**src/rtl/inst_stage_sequencer_pkg.sv**
```systemverilog
// Shared types for the instruction stage sequencer: stage kinds, sequence
// kinds and the per-sequence stage count.
package inst_stage_sequencer_pkg;

   localparam int STAGE_KIND_BITS = 3;

   typedef enum logic [STAGE_KIND_BITS-1:0] {
      STAGE_KIND_NORMAL     = 3'd0,
      STAGE_KIND_PUSH_PC    = 3'd1,
      STAGE_KIND_PUSH_FLAGS = 3'd2,
      STAGE_KIND_IRQ_VECTOR = 3'd3
   } stage_kind_e;

   typedef enum logic [1:0] {
      SEQ_NONE  = 2'd0,
      SEQ_PLAIN = 2'd1,
      SEQ_CALL  = 2'd2,
      SEQ_IRQ   = 2'd3
   } seq_e;

   // Upper ten opcode bits that mark a call instruction.
   localparam logic [9:0] CALL_OPCODE = 10'b0010000001;

   // Number of micro-stages in each sequence kind.
   function automatic int seq_len(input seq_e seq);
      case (seq)
         SEQ_PLAIN: return 1;
         SEQ_CALL:  return 2;
         SEQ_IRQ:   return 3;
         default:   return 0;
      endcase
   endfunction

endpackage

```
**src/rtl/inst_stage_sequencer_stage_table.sv**
```systemverilog
// Combinational stage table: (sequence, stage index) -> stage kind, final-stage
// flag and the substitute immediate used by the non-NORMAL stages.
module inst_stage_sequencer_stage_table
   import inst_stage_sequencer_pkg::*;
#(
   parameter int NSHIFT         = 2,
   parameter int STAGE_BITS     = 2,
   parameter int PC_PUSH_OFFSET = 2,
   parameter int IRQ_VECTOR_SEL = 0
) (
   input  seq_e                  seq,
   input  logic [STAGE_BITS-1:0] idx,
   output stage_kind_e           kind,
   output logic                  last,
   output logic                  ovr_valid,
   output logic [NSHIFT-1:0]     ovr
);

   // Table lookup; anything outside a defined sequence reads as a one-stage NORMAL.
   always_comb begin
      kind      = STAGE_KIND_NORMAL;
      last      = 1'b1;
      ovr_valid = 1'b0;
      ovr       = '0;
      case (seq)
         SEQ_CALL: begin
            if (idx == STAGE_BITS'(0)) begin
               kind      = STAGE_KIND_PUSH_PC;
               last      = 1'b0;
               ovr_valid = 1'b1;
               ovr       = NSHIFT'(PC_PUSH_OFFSET);
            end
         end
         SEQ_IRQ: begin
            if (idx == STAGE_BITS'(0)) begin
               // interrupted PC is pushed as-is, not advanced past the instruction
               kind      = STAGE_KIND_PUSH_PC;
               last      = 1'b0;
               ovr_valid = 1'b1;
               ovr       = '0;
            end else if (idx == STAGE_BITS'(1)) begin
               kind      = STAGE_KIND_PUSH_FLAGS;
               last      = 1'b0;
               ovr_valid = 1'b1;
               ovr       = NSHIFT'(2);
            end else begin
               kind      = STAGE_KIND_IRQ_VECTOR;
               last      = 1'b1;
               ovr_valid = 1'b1;
               ovr       = NSHIFT'(IRQ_VECTOR_SEL);
            end
         end
         default: begin
         end
      endcase
   end

endmodule

```
**src/rtl/inst_stage_sequencer.sv**
```systemverilog
// Instruction stage sequencer: expands each instruction into table-driven
// micro-stages, injects interrupt entry at instruction boundaries and gates
// immediate consumption per stage.
module inst_stage_sequencer
   import inst_stage_sequencer_pkg::*;
#(
   parameter int MAX_STAGES     = 4,
   parameter int NSHIFT         = 2,
   parameter int STAGE_BITS     = $clog2(MAX_STAGES),
   parameter int PC_PUSH_OFFSET = 2,
   parameter int IRQ_VECTOR_SEL = 0
) (
   input  logic                  clk,
   input  logic                  reset,
   input  logic                  inst_valid,
   input  logic [15:0]           inst,
   output logic                  inst_done,
   input  logic                  irq,
   input  logic                  irq_en,
   output logic                  irq_ack,
   output logic                  irq_active,
   input  logic                  sc_stage_done,
   input  logic                  sc_next_imm_data,
   output logic                  next_imm_data,
   output logic                  stage_valid,
   output logic [2:0]            stage_kind,
   output logic [STAGE_BITS-1:0] stage_idx,
   output logic                  last_stage,
   output logic                  imm_override_valid,
   output logic [NSHIFT-1:0]     imm_override
);

   seq_e                  seq_q;
   seq_e                  sel_seq;
   seq_e                  eff_seq;
   logic [STAGE_BITS-1:0] stage_idx_q;
   stage_kind_e           kind;
   logic                  last;
   logic                  boundary;
   logic                  advance;
   logic                  finish;
   logic                  unused_inst_low;

   assign unused_inst_low = ^inst[5:0];

   assign boundary = (stage_idx_q == '0) && (seq_q == SEQ_NONE);
   assign advance  = inst_valid && sc_stage_done;
   assign finish   = advance && last;

   // Candidate sequence at a boundary; interrupt entry wins over the instruction.
   always_comb begin
      sel_seq = SEQ_PLAIN;
      if (irq && irq_en && inst_valid) begin
         sel_seq = SEQ_IRQ;
      end else if (inst[15:6] == CALL_OPCODE) begin
         sel_seq = SEQ_CALL;
      end
   end

   // Stage 0 decodes live so a new instruction costs no extra cycle.
   assign eff_seq = boundary ? sel_seq : seq_q;

   inst_stage_sequencer_stage_table #(
      .NSHIFT         (NSHIFT),
      .STAGE_BITS     (STAGE_BITS),
      .PC_PUSH_OFFSET (PC_PUSH_OFFSET),
      .IRQ_VECTOR_SEL (IRQ_VECTOR_SEL)
   ) u_stage_table (
      .seq       (eff_seq),
      .idx       (stage_idx_q),
      .kind      (kind),
      .last      (last),
      .ovr_valid (imm_override_valid),
      .ovr       (imm_override)
   );

   // Stage counter and sequence register; the selection is frozen on the first done.
   always_ff @(posedge clk) begin
      if (reset) begin
         stage_idx_q <= '0;
         seq_q       <= SEQ_NONE;
      end else if (advance) begin
         if (last) begin
            stage_idx_q <= '0;
            seq_q       <= SEQ_NONE;
         end else begin
            stage_idx_q <= stage_idx_q + STAGE_BITS'(1);
            seq_q       <= eff_seq;
         end
      end
   end

   // Completion strobes are suppressed in a reset cycle so an abandoned sequence never retires.
   assign inst_done     = !reset && finish && (eff_seq != SEQ_IRQ);
   assign irq_ack       = !reset && finish && (eff_seq == SEQ_IRQ);
   assign irq_active    = !reset && (eff_seq == SEQ_IRQ);

   assign stage_valid   = inst_valid;
   assign stage_kind    = kind;
   assign stage_idx     = stage_idx_q;
   assign last_stage    = last;
   assign next_imm_data = sc_next_imm_data && (kind == STAGE_KIND_NORMAL);

   // The counter must stay inside its sequence and never run off the end of the table.
   a_idx_in_range: assert property (@(posedge clk) disable iff (reset)
      (seq_q == SEQ_NONE) || (int'(stage_idx_q) < seq_len(seq_q)));
   a_no_overrun: assert property (@(posedge clk) disable iff (reset)
      !((int'(stage_idx_q) == MAX_STAGES - 1) && !last));

endmodule
```
**config.mk**
```make
export PLATFORM = sky130hd
export DESIGN_NAME = inst_stage_sequencer
export DESIGN_NICKNAME = d
export VERILOG_FILES = /design/src/rtl/inst_stage_sequencer_pkg.sv /design/src/rtl/inst_stage_sequencer_stage_table.sv /design/src/rtl/inst_stage_sequencer.sv
export SDC_FILE = /design/constraint.sdc
export NUM_CORES = 1
export LEC_CHECK = 0
export CORE_MARGIN = 3
export CORE_UTILIZATION = 26
export DETAILED_ROUTE_END_ITERATION = 7
export GPL_TIMING_DRIVEN = 1
export PLACE_DENSITY_LB_ADDON = 0.3
export SETUP_SLACK_MARGIN = 0.05
export SLEW_MARGIN = 20
export SYNTH_ARGS = -nofsm -noshare
export SYNTH_HDL_FRONTEND = slang
export SYNTH_HIERARCHICAL = 1
export SYNTH_SLANG_ARGS = --single-unit
```
**constraint.sdc**
```tcl
create_clock -name clk -period 1.8 [get_ports clk]
set_input_delay 0.36 -clock clk [delete_from_list [all_inputs] [get_ports clk]]
set_output_delay 0.36 -clock clk [all_outputs]
set_load 0.05 [all_outputs]
```
==> implementation parameters <==
Parameter                              Value

Power and ir drop
  Maximum ir drop on the vdd rail    355.7 uV
  Clock network fraction of design power    29.3%
  Post-route total power    0.0004396 W
  Sw power    0.0001574 W
  Power density relative to cell area    356.0 mW/mm2
  Portion of total power attributed to sequential cells    20.6%
  Combinational group share of total power    50.1%
  Leakage power total    0.5480 nW
  Switching portion of total power    35.81%
  Internal power component    0.0002822 W

Run
  Reported max-cap violation count    0

Critical path
  Largest delay share family, worst path    simple AND/OR/NAND/NOR gates
  Crit path cell chain    inv_2, ha_4, nor2b_4, a21o_1, buf_4, and3_4, nor4b_4, buf_12
  Startpoint of the most critical register-to-register path    stage_idx[1]
  Type of the worst setup path    flop to primary output
  Endpoint of the worst setup timing path    next_imm_data
  Delay of the slowest cell on the worst path    0.35 ns
  Critical Path Source Type    flop
  Crit Reg-Reg Endpoint    seq_q[0]
  Worst-path cell with the longest stage delay    sky130_fd_sc_hd__dfxtp_4
  Stages on the worst setup path    8
  Source of the critical timing path    stage_idx[1]
  Maximum fanout along the worst path    2
  Element type at the critical path end    primary output
  Depth of the worst register-to-register path    10
  R2R setup slack    -0.20 ns
  Worst path buffer plus inverter count    3
  Req. time, crit path    1.44 ns
  Critical path arrival    1.89 ns

Finish
  Number of non-filler instances in the completed layout    130
  ANT cells    0
  Post-layout utilization of the core    90.38%
  Share of cells above drive strength 1    73.91%
  Post-layout nets    140
  Number of fill cells in the layout    64
  Post-synthesis to final-layout area growth    211.4%

STA
  Hold Fails Final Rpt    0
  Time the final worst path needs with I/O delays and setup    2.249 ns
  Setup Viol. Count Final    12
  Count of pins over their slew limit    0
  Highest clock rate    444.6 MHz
  Crit path setup slack, layout    -0.4492 ns
  Setup repair after global routing missed its margin    true
  Setup clock skew after layout    0.01118 ns
  Ratio of final minimum period to clock period    125.0%
  Final Hold Slack    0.7002 ns

Die
  Io pins    37
  Row count    13
  Die Footprint    0.002030 mm2
  Die boundary height    45.06 um
  Initial standard-cell utilization of the core    29.03%
  Width of the die    45.06 um
  Core footprint    0.001366 mm2

Routing
  Routed length per placed instance    18.24 um
  Final WL    2371 um
  Vias after detailed routing    668
  Drt first pass iters    5
  Number of remaining DRC errors    0
  Violation count after the first detailed-routing iteration    14
  Number of nets with antenna violations after detailed routing    0
  Drt via density    5.138

Global routing
  Global-route wire length before repair    2863 um
  Maximum number of pins on one net before global-route repair    7
  Antenna violations before repair    0
  Global route total overflow    0
  Via count of the first global-routing pass    699
  All-Layer GR Usage    19.02%

Synth
  Number of synthesized flops with an enable pin    0
  Sequential fraction of the synthesis area    20.19%
  Flip-flop and latch count after synthesis    4
  Proportion of netlist area held by the largest area contributor    20.19%
  Library cell occupying the most area in the post-synthesis netlist    sky130_fd_sc_hd__dfxtp_1
  Synth Warn #    6
  Most instantiated flip-flop cell in the synthesis netlist    sky130_fd_sc_hd__dfxtp_1
  Async set-or-reset flop fraction in the synthesized netlist    0%
  Number of distinct standard cells referenced by the synthesized netlist    26
  Synth Cell Area    396.6 um2
  Most instantiated library cell after synthesis    sky130_fd_sc_hd__nor2_1
  Average footprint of a synthesized cell    7.083 um2
  Commonest cells post-synth    sky130_fd_sc_hd__nor2_1 (8), sky130_fd_sc_hd__a21oi_1 (5), sky130_fd_sc_hd__dfxtp_1 (4), sky130_fd_sc_hd__inv_1 (4), sky130_fd_sc_hd__nand2_1 (4)
  Cell count after synthesis    56
  Top cells by area, synth    sky130_fd_sc_hd__dfxtp_1 (20%), sky130_fd_sc_hd__nor2_1 (7.6%), sky130_fd_sc_hd__nor4b_2 (7.6%)

Placed design
  Final weighted congestion in routability-driven placement    0.7876
  Count of port buffers added during placement    28
  Half-perimeter wire length of the detailed placement result    1309 um
  Number of instances in the placed design    119

Run status
  Status    finished, violations left
  Violations in the final reports    setup timing

Clocking
  Level count of the clock H-tree    1
  Root cell of the clock tree    sky130_fd_sc_hd__clkbuf_4
  TritonCTS clock tree    built
  Number of clock sinks    4
  Maximum root-to-sink buffer count    2
  Clock transition at the registers of the reported paths    0.05 ns
  Number of CTS-inserted buffers    3
  Clock network latency to the later pin of the worst-skew pair    0.24 ns

Hold path
  Type of the worst min-delay path    input pin to flop
final cells by class:
class	instances	area, um2	area share [%]
repair buffers	57	590.6	47.82
multi-input cells	46	496.7	40.22
flip-flops and latches	4	87.58	7.092
clock buffers	4	26.28	2.128
well taps	15	18.77	1.520
inverters	4	15.01	1.216
cells by family after synthesis:
logic type      synth area share, %
compound gates                21.77
xor+xnor                      2.209
fa+ha+maj                     3.154
buf+inv                       9.462
flops                         20.19
other cells                  0.9455
simple gates                  42.27
layer usage:
metal | part of all wire (%) | up-vias | global-route usage, %
met4 | 2.2 | 0 | 4.678
met5 | 0 | - | 0
met3 | 4.6 | 6 | 1.594
met1 | 37 | 320 | 20.05
met2 | 56 | 29 | 38.98
li1 | - | 313 | -
worst min-delay path by stage:
stage	startpoint	to	slack, ns	cells after the start
after detailed placement	seq_q[1]	seq_q[1]	0.64	3
final	inst[8]	seq_q[1]	0.70	5
after global routing	inst[8]	seq_q[1]	0.72	5
after global placement	seq_q[1]	seq_q[1]	0.59	3
after CTS	stage_idx[1]	stage_idx[1]	0.66	3
after floorplan	reset	stage_idx[0]	0.42	1
power groups by stage:
| stage | registers (W) | logic [W] | clock network [W] |
|---|---|---|---|
| floorplan | 0.0000937 | 0.0000871 | 0 |
| global placement | 0.0000910 | 0.000191 | 0 |
| detailed placement | 0.0000910 | 0.000194 | 0 |
| CTS | 0.0000904 | 0.000208 | 0.000123 |
| global route | 0.0000908 | 0.000230 | 0.000137 |
| finish | 0.0000907 | 0.000220 | 0.000129 |
sequential cells by signal, summed over array words and instances, names as in the netlist:
register,cells
seq_q,2
stage_idx,2
what timing repair did:
action	4_1_cts	5_1_grt
hold buffers	0	0
setup endpoints to repair	13	13
gates resized for setup	59	6
buffers inserted	5	3
pin swaps	16	4
cells in the final DEF, fill, tap and decap left out, types with 2 or more instances in the layout:
cell / n
sky130_fd_sc_hd__buf_4: 26
sky130_fd_sc_hd__buf_12: 10
sky130_fd_sc_hd__buf_6: 9
sky130_fd_sc_hd__nor2_1: 5
sky130_fd_sc_hd__dlygate4sd2_1: 5
sky130_fd_sc_hd__inv_2: 4
sky130_fd_sc_hd__nor4b_4: 3
sky130_fd_sc_hd__clkbuf_4: 3
sky130_fd_sc_hd__buf_2: 3
sky130_fd_sc_hd__clkdlybuf4s50_1: 3
sky130_fd_sc_hd__nor2b_4: 2
sky130_fd_sc_hd__nand3_2: 2
sky130_fd_sc_hd__a21oi_2: 2
sky130_fd_sc_hd__nand2_1: 2
sky130_fd_sc_hd__and3_4: 2
sky130_fd_sc_hd__nor2_4: 2
sky130_fd_sc_hd__nor3_4: 2
sky130_fd_sc_hd__dfxtp_1: 2
sky130_fd_sc_hd__dfxtp_4: 2
sky130_fd_sc_hd__a21oi_4: 2
sky130_fd_sc_hd__conb_1: 2
worst reg2reg max path, stage by stage (launching register included):
cell and delay (ns):
sky130_fd_sc_hd__dfxtp_4 0.34, sky130_fd_sc_hd__inv_2 0.07, sky130_fd_sc_hd__ha_4 0.14, sky130_fd_sc_hd__nand2b_1 0.12, sky130_fd_sc_hd__o21bai_4 0.19, sky130_fd_sc_hd__inv_2 0.07, sky130_fd_sc_hd__a211o_4 0.37, sky130_fd_sc_hd__buf_6 0.14
sky130_fd_sc_hd__a31oi_4 0.15, sky130_fd_sc_hd__o21ai_1 0.09, sky130_fd_sc_hd__a41oi_1 0.22
through the flow:
stage | TNS (ns) | worst slack [ns] | cell area (um2)
2_1_floorplan | -1.546 | -0.4677 | 521.8
3_3_place_gp | -7.391 | -0.7128 | 1059
3_5_place_dp | -8.565 | -0.8130 | 1059
4_1_cts | -3.009 | -0.4062 | 1197
5_1_grt | -4.576 | -0.5156 | 1235
6_report | -3.413 | -0.4492 | 1235
No activity file was read; power rests on OpenSTA's default activity.
